<file path="src/rtl/window_receiver_pkg.sv">
// Shared types and constants for the window receiver slice.
package window_receiver_pkg;

    localparam int unsigned DATA_W      = 8;
    localparam int unsigned CNT_W       = 8;
    localparam int unsigned WIN_DIM     = 15;
    localparam int unsigned WIN_SIZE    = WIN_DIM * WIN_DIM;
    localparam int unsigned SUM_W       = 16;
    localparam int unsigned NUM_WIN     = 9202;
    localparam int unsigned IDX_W       = 14;
    localparam int unsigned ARM_TIMEOUT = 16;
    localparam int unsigned TMO_W       = $clog2(ARM_TIMEOUT);

    typedef enum logic [2:0] {
        ST_IDLE,
        ST_REQ,
        ST_ARM,
        ST_COLLECT,
        ST_DONE
    } state_e;

endpackage

</file>
<file path="src/rtl/window_receiver_if.sv">
// Command, fetcher-stream and result signals of the window receiver.
// Optional max_out is present when WINDOW_RECEIVER_MAXPOOL_EN is defined.
interface window_receiver_if;
    import window_receiver_pkg::*;

    logic              start;
    logic              busy;
    logic              req_out;
    logic [CNT_W-1:0]  win_count;
    logic [DATA_W-1:0] win_data;
    logic              win_valid;
    logic [SUM_W-1:0]  sum_out;
    logic              result_valid;
    logic [IDX_W-1:0]  win_index;
    logic              seq_err;
`ifdef WINDOW_RECEIVER_MAXPOOL_EN
    logic [DATA_W-1:0] max_out;
`endif

    modport master (
        output start, win_count, win_data, win_valid,
        input  busy, req_out, sum_out, result_valid, win_index, seq_err
`ifdef WINDOW_RECEIVER_MAXPOOL_EN
        , input max_out
`endif
    );

    modport slave (
        input  start, win_count, win_data, win_valid,
        output busy, req_out, sum_out, result_valid, win_index, seq_err
`ifdef WINDOW_RECEIVER_MAXPOOL_EN
        , output max_out
`endif
    );

endinterface

</file>
<file path="src/rtl/window_accum.sv">
// Window accumulator: running sum, expected-index counter and index compare.
// Running max is included when WINDOW_RECEIVER_MAXPOOL_EN is defined.
module window_accum
    import window_receiver_pkg::*;
(
    input  logic              clk,
    input  logic              rst,
    input  logic              clear_i,
    input  logic              en_i,
    input  logic              valid_i,
    input  logic [CNT_W-1:0]  count_i,
    input  logic [DATA_W-1:0] data_i,
    output logic              match_c_o,
    output logic              last_c_o,
    output logic [SUM_W-1:0]  sum_next_c_o
`ifdef WINDOW_RECEIVER_MAXPOOL_EN
    ,
    output logic [DATA_W-1:0] max_next_c_o
`endif
);

    logic [SUM_W-1:0] sum_q, sum_d, sum_base;
    logic [CNT_W-1:0] exp_q, exp_d, exp_base;
`ifdef WINDOW_RECEIVER_MAXPOOL_EN
    logic [DATA_W-1:0] max_q, max_d;
`endif

    // Clear forces a fresh window; an accept on the same cycle loads the first pixel.
    always_comb begin
        sum_base = clear_i ? '0 : sum_q;
        exp_base = clear_i ? '0 : exp_q;
        sum_d    = en_i ? sum_base + SUM_W'(data_i) : sum_base;
        exp_d    = en_i ? exp_base + CNT_W'(1) : exp_base;
`ifdef WINDOW_RECEIVER_MAXPOOL_EN
        max_d = clear_i ? '0 : max_q;
        if (en_i && (clear_i || data_i > max_q)) begin
            max_d = data_i;
        end
`endif
    end

    assign match_c_o    = valid_i && (count_i == exp_base);
    assign last_c_o     = (count_i == CNT_W'(WIN_SIZE - 1));
    assign sum_next_c_o = sum_d;
`ifdef WINDOW_RECEIVER_MAXPOOL_EN
    assign max_next_c_o = max_d;
`endif

    // Accumulator state registers.
    always_ff @(posedge clk) begin
        if (rst) begin
            sum_q <= '0;
            exp_q <= '0;
`ifdef WINDOW_RECEIVER_MAXPOOL_EN
            max_q <= '0;
`endif
        end else begin
            sum_q <= sum_d;
            exp_q <= exp_d;
`ifdef WINDOW_RECEIVER_MAXPOOL_EN
            max_q <= max_d;
`endif
        end
    end

endmodule

</file>
<file path="src/rtl/window_receiver.sv">
// Window receiver: requests one window, checks the 0..WIN_SIZE-1 index stream
// and publishes its pixel sum. WINDOW_RECEIVER_MAXPOOL_EN adds max_out.
module window_receiver #(
    parameter int unsigned NUM_WIN = window_receiver_pkg::NUM_WIN
) (
    input  logic               clk,
    input  logic               rst,
    window_receiver_if.slave   bus
);
    import window_receiver_pkg::*;

    state_e            state_q, state_d;
    logic [TMO_W-1:0]  tmo_q, tmo_d;
    logic              busy_q, req_q, rv_q, seq_err_q;
    logic [SUM_W-1:0]  sum_q;
    logic [IDX_W-1:0]  win_index_q;
    logic              clear_c, en_c, err_c, done_c;
    logic              match_c, last_c;
    logic [SUM_W-1:0]  sum_next_c;
`ifdef WINDOW_RECEIVER_MAXPOOL_EN
    logic [DATA_W-1:0] max_q, max_next_c;
`endif

    window_accum u_accum (
        .clk          (clk),
        .rst          (rst),
        .clear_i      (clear_c),
        .en_i         (en_c),
        .valid_i      (bus.win_valid),
        .count_i      (bus.win_count),
        .data_i       (bus.win_data),
        .match_c_o    (match_c),
        .last_c_o     (last_c),
        .sum_next_c_o (sum_next_c)
`ifdef WINDOW_RECEIVER_MAXPOOL_EN
        ,
        .max_next_c_o (max_next_c)
`endif
    );

    // Next-state and control decode.
    always_comb begin
        state_d = state_q;
        tmo_d   = tmo_q;
        clear_c = (state_q != ST_COLLECT);
        en_c    = 1'b0;
        err_c   = 1'b0;
        done_c  = 1'b0;
        case (state_q)
            ST_IDLE: begin
                if (bus.start) state_d = ST_REQ;
            end
            ST_REQ: begin
                tmo_d   = '0;
                state_d = ST_ARM;
            end
            ST_ARM: begin
                if (match_c) begin
                    en_c    = 1'b1;
                    state_d = ST_COLLECT;
                end else if (tmo_q == TMO_W'(ARM_TIMEOUT - 1)) begin
                    err_c   = 1'b1;
                    state_d = ST_IDLE;
                end else begin
                    tmo_d = tmo_q + TMO_W'(1);
                end
            end
            ST_COLLECT: begin
                if (match_c) begin
                    en_c = 1'b1;
                    if (last_c) begin
                        done_c  = 1'b1;
                        state_d = ST_DONE;
                    end
                end else begin
                    err_c   = 1'b1;
                    state_d = ST_IDLE;
                end
            end
            ST_DONE: begin
                state_d = ST_IDLE;
            end
            default: state_d = ST_IDLE;
        endcase
    end

    // State and registered outputs; results land as the last index is accepted.
    always_ff @(posedge clk) begin
        if (rst) begin
            state_q     <= ST_IDLE;
            tmo_q       <= '0;
            busy_q      <= 1'b0;
            req_q       <= 1'b0;
            rv_q        <= 1'b0;
            seq_err_q   <= 1'b0;
            sum_q       <= '0;
            win_index_q <= '0;
`ifdef WINDOW_RECEIVER_MAXPOOL_EN
            max_q       <= '0;
`endif
        end else begin
            state_q <= state_d;
            tmo_q   <= tmo_d;
            busy_q  <= (state_d != ST_IDLE);
            req_q   <= (state_d == ST_REQ);
            rv_q    <= done_c;
            if (err_c) seq_err_q <= 1'b1;
            if (done_c) begin
                sum_q       <= sum_next_c;
                win_index_q <= (win_index_q == IDX_W'(NUM_WIN - 1)) ? '0
                                                                    : win_index_q + IDX_W'(1);
`ifdef WINDOW_RECEIVER_MAXPOOL_EN
                max_q       <= max_next_c;
`endif
            end
        end
    end

    assign bus.busy         = busy_q;
    assign bus.req_out      = req_q;
    assign bus.result_valid = rv_q;
    assign bus.seq_err      = seq_err_q;
    assign bus.sum_out      = sum_q;
    assign bus.win_index    = win_index_q;
`ifdef WINDOW_RECEIVER_MAXPOOL_EN
    assign bus.max_out      = max_q;
`endif

endmodule
</file>
<file path="src/flat_wrapper.sv">
// flat-port wrapper written by rule: the top's interface ports become plain ports
module window_receiver_flat import window_receiver_pkg::*;
#(
    parameter int unsigned NUM_WIN = window_receiver_pkg::NUM_WIN
)
  (clk, rst, bus_start, bus_win_count, bus_win_data, bus_win_valid, bus_busy, bus_req_out, bus_sum_out, bus_result_valid, bus_win_index, bus_seq_err);
  window_receiver_if bus_i ();
  input  logic clk;
  input  logic rst;
  input wire logic [$bits(bus_i.start)-1:0] bus_start;
  input wire logic [$bits(bus_i.win_count)-1:0] bus_win_count;
  input wire logic [$bits(bus_i.win_data)-1:0] bus_win_data;
  input wire logic [$bits(bus_i.win_valid)-1:0] bus_win_valid;
  output wire logic [$bits(bus_i.busy)-1:0] bus_busy;
  output wire logic [$bits(bus_i.req_out)-1:0] bus_req_out;
  output wire logic [$bits(bus_i.sum_out)-1:0] bus_sum_out;
  output wire logic [$bits(bus_i.result_valid)-1:0] bus_result_valid;
  output wire logic [$bits(bus_i.win_index)-1:0] bus_win_index;
  output wire logic [$bits(bus_i.seq_err)-1:0] bus_seq_err;
  assign bus_i.start = bus_start;
  assign bus_i.win_count = bus_win_count;
  assign bus_i.win_data = bus_win_data;
  assign bus_i.win_valid = bus_win_valid;
  assign bus_busy = bus_i.busy;
  assign bus_req_out = bus_i.req_out;
  assign bus_sum_out = bus_i.sum_out;
  assign bus_result_valid = bus_i.result_valid;
  assign bus_win_index = bus_i.win_index;
  assign bus_seq_err = bus_i.seq_err;
  window_receiver #(.NUM_WIN(NUM_WIN)) u_core (.clk(clk), .rst(rst), .bus(bus_i));
endmodule
</file>
<file path="config.mk">
export PLATFORM = sky130hd
export DESIGN_NAME = window_receiver_flat
export DESIGN_NICKNAME = d
export VERILOG_FILES = /design/src/rtl/window_receiver_pkg.sv /design/src/rtl/window_receiver_if.sv /design/src/rtl/window_accum.sv /design/src/rtl/window_receiver.sv /design/src/flat_wrapper.sv
export SDC_FILE = /design/constraint.sdc
export NUM_CORES = 1
export LEC_CHECK = 0
export CORE_MARGIN = 1.5
export CORE_UTILIZATION = 57
export CTS_BUF_LIST = sky130_fd_sc_hd__clkbuf_16
export DETAILED_ROUTE_END_ITERATION = 12
export DONT_BUFFER_PORTS = 1
export PLACE_DENSITY = 0.75
export SLEW_MARGIN = 20
export SYNTH_ARGS = -nofsm -noshare
export SYNTH_HDL_FRONTEND = slang
export SYNTH_SLANG_ARGS = --single-unit
export TNS_END_PERCENT = 5
</file>
<file path="constraint.sdc">
create_clock -name clk -period 2.76 [get_ports clk]
set_input_delay 0.552 -clock clk [delete_from_list [all_inputs] [get_ports clk]]
set_output_delay 0.552 -clock clk [all_outputs]
set_load 0.01 [all_outputs]
</file>
After elaboration in Yosys (flattened, before gate mapping)
Cells that the tools add are included.
{ "totals": {"register_bits": 65, "inputBits": 20, "out_inout_bits": 34, "word_cells": 54} }
{ "classes": {"addsub": 4, "n_eq_ne": 11, "muxes": 23, "reduce_logical": 6} }
{ "ops": {"columns": ["op", "count"], "rows": [
  ["2-to-1 mux 16 bit", 2],
  ["adder 16 x 8 -> 16 bit", 1],
  ["2-to-1 mux 8 bit", 2],
  ["2-to-1 mux 3 bit", 5],
  ["adder 14 x 1 -> 14 bit (second input constant)", 1],
  ["== test 14 bit (second input constant)", 1],
  ["2-to-1 mux 14 bit", 1],
  ["one-hot mux 3 bit (4 select lines)", 1],
  ["adder 8 x 1 -> 8 bit (second input constant)", 1],
  ["== test 8 bit", 1],
  ["== test 8 bit (second input constant)", 1],
  ["2-to-1 mux 1 bit", 8],
  ["2-to-1 mux 4 bit", 2],
  ["one-hot mux 4 bit (2 select lines)", 1],
  ["== test 3 x 1 -> 1 bit (second input constant)", 2],
  ["== test 3 x 2 -> 1 bit (second input constant)", 2],
  ["adder 4 x 1 -> 4 bit (second input constant)", 1],
  ["== test 4 bit (second input constant)", 1],
  ["!= test 2 bit (second input constant)", 2],
  ["zero test 3 bit", 1],
  ["!= test 3 x 2 -> 1 bit (second input constant)", 1],
  ["AND reduction 3 bit", 1],
  ["nonzero test 3 bit", 1],
  ["one-hot mux 1 bit (2 select lines)", 1],
  ["other kinds (3)", 3]
]} }

Longest topological paths before layout
{ "depth": {"word_depth": 7, "ltp_mapped": 14, "mapped_depth_nobuf": 12} }

By module
Synthesis repeated with hierarchy kept, for this count alone.
{ "unflattened": {"cells_unflattened": 432, "hier_area_um2": 3584.7} }
{ "by_module_without_submodules": {"columns": ["mod", "n_inst", "cells_per_inst", "area_per_inst_um2", "seq_area_each_um2"], "rows": [
  ["window_accum", 1, 221, 1823.0, 480.5],
  ["window_receiver", 1, 211, 1761.7, 820.8]
]} }

Worst setup path before layout
Ideal clock, no wire load.
{ "synth_path": {"path_kind": "register to register", "start": "reg u_core.state_q[0]", "end": "reg u_core.u_accum.sum_q[6]", "setup_ps": 70, "t_arrival_ps": 2692, "required_time_ps": 2690, "path_slack_ps": -3, "stages_incl_launch_ff": 15, "n_path_buf": 2, "synth_period_minus_slack_ps": 2763, "path_cell_list": "dfxtp_1 -> and3b_1 -> buf_2 -> clkbuf_1 -> and2_1 -> ha_1 -> inv_1 -> fa_1 -> nor2b_1 -> o21ai_0 -> a21boi_0 -> or4b_2 -> nand3_1 -> nand2_1 -> a21oi_1"} }
{ "synth_between": {"elab_chain_len": 7, "elab_cells_between_ends": 12, "cone_classes": "1 x add/sub; 4 x eq/ne; 5 x mux; 2 x reduce/logical"} }
{ "synth_rtl": {"columns": ["element", "line_no", "text"], "rows": [
  ["from (decl)", "window_receiver.sv:12", "state_e state_q, state_d;"],
  ["from (signal assigned)", "window_receiver.sv:102", "state_q <= state_d;"],
  ["branches (longest 6 deep; another with adder 16 x 8 -> 16 bit)", null, null],
  ["2-to-1 mux 16 bit (*)", "window_accum.sv:32", "sum_d = en_i ? sum_base + SUM_W'(data_i) : sum_base;"],
  ["to (signal assigned)", "window_accum.sv:58", "sum_q <= sum_d;"],
  ["to (decl)", "window_accum.sv:22", "logic [SUM_W-1:0] sum_q, sum_d, sum_base;"]
]} }
Every way passes the cells marked *.
A chain may end at the register's enable or synchronous reset.

Final worst setup path
{ "layout_path": {"start": "reg u_core.state_q[2]", "end": "reg u_core.u_accum.sum_q[6]"} }
Same word-level chain as after synthesis.

==> reports/metrics.cfg <==
[clock_network]
cts_buffers = 9
clkTransAtPathRegs_ns = 0.06
cts_sinks = 65
ctsHoldBuffers = 0
h-tree-depth = 3
clkLatencyLatePin_ns = 0.34
root_buffer = clkbuf_16
cts_buffer_depth = 2
cts_tree = yes

[critical_path]
cp.arrival_ns = 2.91
cp_cell_sequence = and3b_1 > and2_1 > ha_1 > inv_1 > fa_1 > nor2b_1 > o21ai_2 > a21boi_0 > or4b_2 > nand3_1 > nand2_1 > a21oi_1
crit_type = register to register
cp.required_ns = 3.03
end_kind = register
crit_fanout = 4
cp-start-kind = register
crit_path_top_delay_cell = or4b_2
max_stage_delay_ns = 0.62

[routing]
firstDrtPassIters = 4
initialDrtViolationCount = 182
drc_errors = 0
vias = 2953
vias_per_cell = 5.80
routed_wl_mm = 7.85
drt.antenna.violating_nets = 0
wl_per_cell_um = 15.4

[die]
initial_core_util_pct = 59.1
core_mm2 = 0.00592
ios = 54
die_h_um = 81.3
die_area_mm2 = 0.00662
row_count = 28
dieWidth_um = 81.3

[power]
ir_drop_mv = 0.449
leakagePower_nw = 1.40
design_power_total_mw = 2.19
power.density_mw_per_mm2 = 553

[yosys]
synth_edf_count = 0
ys_types = 53
synth_cells = 425
ys_async_sr_fraction_pct = 0
syn-cell-area_mm2 = 0.00350
synth_top_cell_by_area = dfxtp_1
avgSynthCellArea_um2 = 8.23
yosysSeqAreaShare_pct = 37.2
synth.area.top_cells = dfxtp_1 (37%), nor2_1 (7.7%), xor2_1 (5.3%), ha_1 (4.3%), xnor2_1 (4.3%)
yosys_most_used_dff = dfxtp_1
synth-seq-cells = 65
synth_top_area_share_pct = 37.2
syn_nets = 458
yosys_warnings = 0

[final_layout]
fillers = 486
mostFrequentLayoutCell = nor2_1
final_cell_mix = nor2_1 (72), dfxtp_1 (65), nand2_1 (38)
area_delta_synth_final_pct = 13.2
num-nets-final = 462
antenna_cells = 0
multiInputGateArea_mm2 = 0.00212
drive_above_1_share_pct = 11.1
ff_latch_area_mm2 = 0.00130

[global_route]
grt_start_max_net_pins = 48
grt-ovfl-total = 0
grt_use_total_pct = 25.1
grt_antenna_before_repair = 0
grt_pass1_vias = 2762
grt_pass1_wl_mm = 12.6

[flow_run]
drv_cap = 0

[timing]
relSlewSlack_pct = 55.7
finClkSkew_ns = 0.00477
drv_slew = 0
finalHoldWorstSlack_ns = 0.282
post-route-period-util_pct = 95.4
hold_viol = 0
tightest_slew_ns = 0.658
fin_crit_ns = 2.63
setup_viol = 0
max_freq_mhz = 380

[outcome]
status = finished clean

[place]
gp_congestion = 0.836
place_hpwl_mm = 5.47
port-buffer-count = 0

[min_path]
hp-class = input port to register

-- worst paths after layout --
kind	startpoint	end	slack, ns	cells after the start
worst max-delay path	u_core.state_q[2]	u_core.u_accum.sum_q[6]	0.13	12
worst min-delay path	rst	u_core.bus.sum_out[9]	0.28	1
worst max register to register	u_core.state_q[2]	u_core.u_accum.sum_q[6]	0.13	12
worst min register to register	u_core.bus.sum_out[0]	u_core.bus.sum_out[0]	0.50	2
-- routing by layer --
metal	GRT usage [%]	wire length, µm
met1	31.2	3570
met2	39.8	3690
met3	9.89	479
met4	7.59	104
met5	0	0
-- worst max-delay path, delay by kind of cell, from the launching register on --
kind	cells	cell delay [ns]
AOI/OAI and AO/OA	3	0.47
and+or+nand+nor	6	1.30
DFF	1	0.33
adders and majority gates	2	0.39
buffers and inverters	1	0.08
-- kinds of logic (layout without fill, tap and decap cells) --
group / Yosys count / after routing / share of synthesized area [%]
AOI/OAI and AO/OA: 55 / 55 / 10.1
xor gates and xnor gates: 40 / 40 / 10.4
adders and majority gates: 13 / 13 / 4.86
buffers and inverters: 29 / 38 / 3.43
DFF: 65 / 65 / 37.2
muxes: 9 / 9 / 2.58
and+or+nand+nor: 214 / 214 / 31.4
-- metrics by stage --
step / setup WS (ns) / setup TNS, ns / utilization, % / instances / area, µm²
finish: 0.127 / 0 / 66.9 / 509 / 3960
global route: -0.0751 / -0.0751 / 66.9 / 509 / 3960
CTS: 0.00200 / 0 / 66.3 / 509 / 3930
detailed placement: 0.0776 / 0 / 61.2 / 493 / 3620
global placement: 0.144 / 0 / 61.2 / 493 / 3620
floorplan: 0.0736 / 0 / - / 425 / 3500
-- registers in the layout, indices dropped and copies added, names as in the netlist --
signal,cells
u_core.u_accum.sum_q,16
u_core.bus.busy,1
u_core.bus.sum_out,16
u_core.state_q,3
u_core.bus.seq_err,1
u_core.u_accum.exp_q,8
u_core.bus.win_index,14
u_core.tmo_q,4
u_core.bus.result_valid,1
u_core.bus.req_out,1
-- Yosys cell counts, drive strengths merged (8+ instances only) --
master and instances:
mux2i 9, nor3 16, dfxtp 65, o21ai 10, a21oi 19, nand4 12
xnor2 17, a211oi 9, ha 12, clkbuf 14, buf 8, nor2 72
nand3 21, and2 11, nand2 38, xor2 23
-- what timing repair did --
action                                  4_1_cts  5_1_grt
gates resized for setup                       0        6
endpoints found under the setup margin        0       12
buffers inserted                              0        0
-- final cells by class --
type,instances,share of cell area (%)
multi-input combinational,331,53.6
inverter,7,0.663
tap,75,2.37
sequential,65,32.8
clock inverter,7,1.99
timing repair buffer,15,2.84
clock buffer,9,5.69
-- power by group --
| part | switching, mW | internal [mW] |
|---|---|---|
| logic | 0.0554 | 0.0351 |
| clock network | 0.443 | 0.707 |
| registers | 0.00423 | 0.944 |
Note: power is estimated with default switching activity, not from simulation.
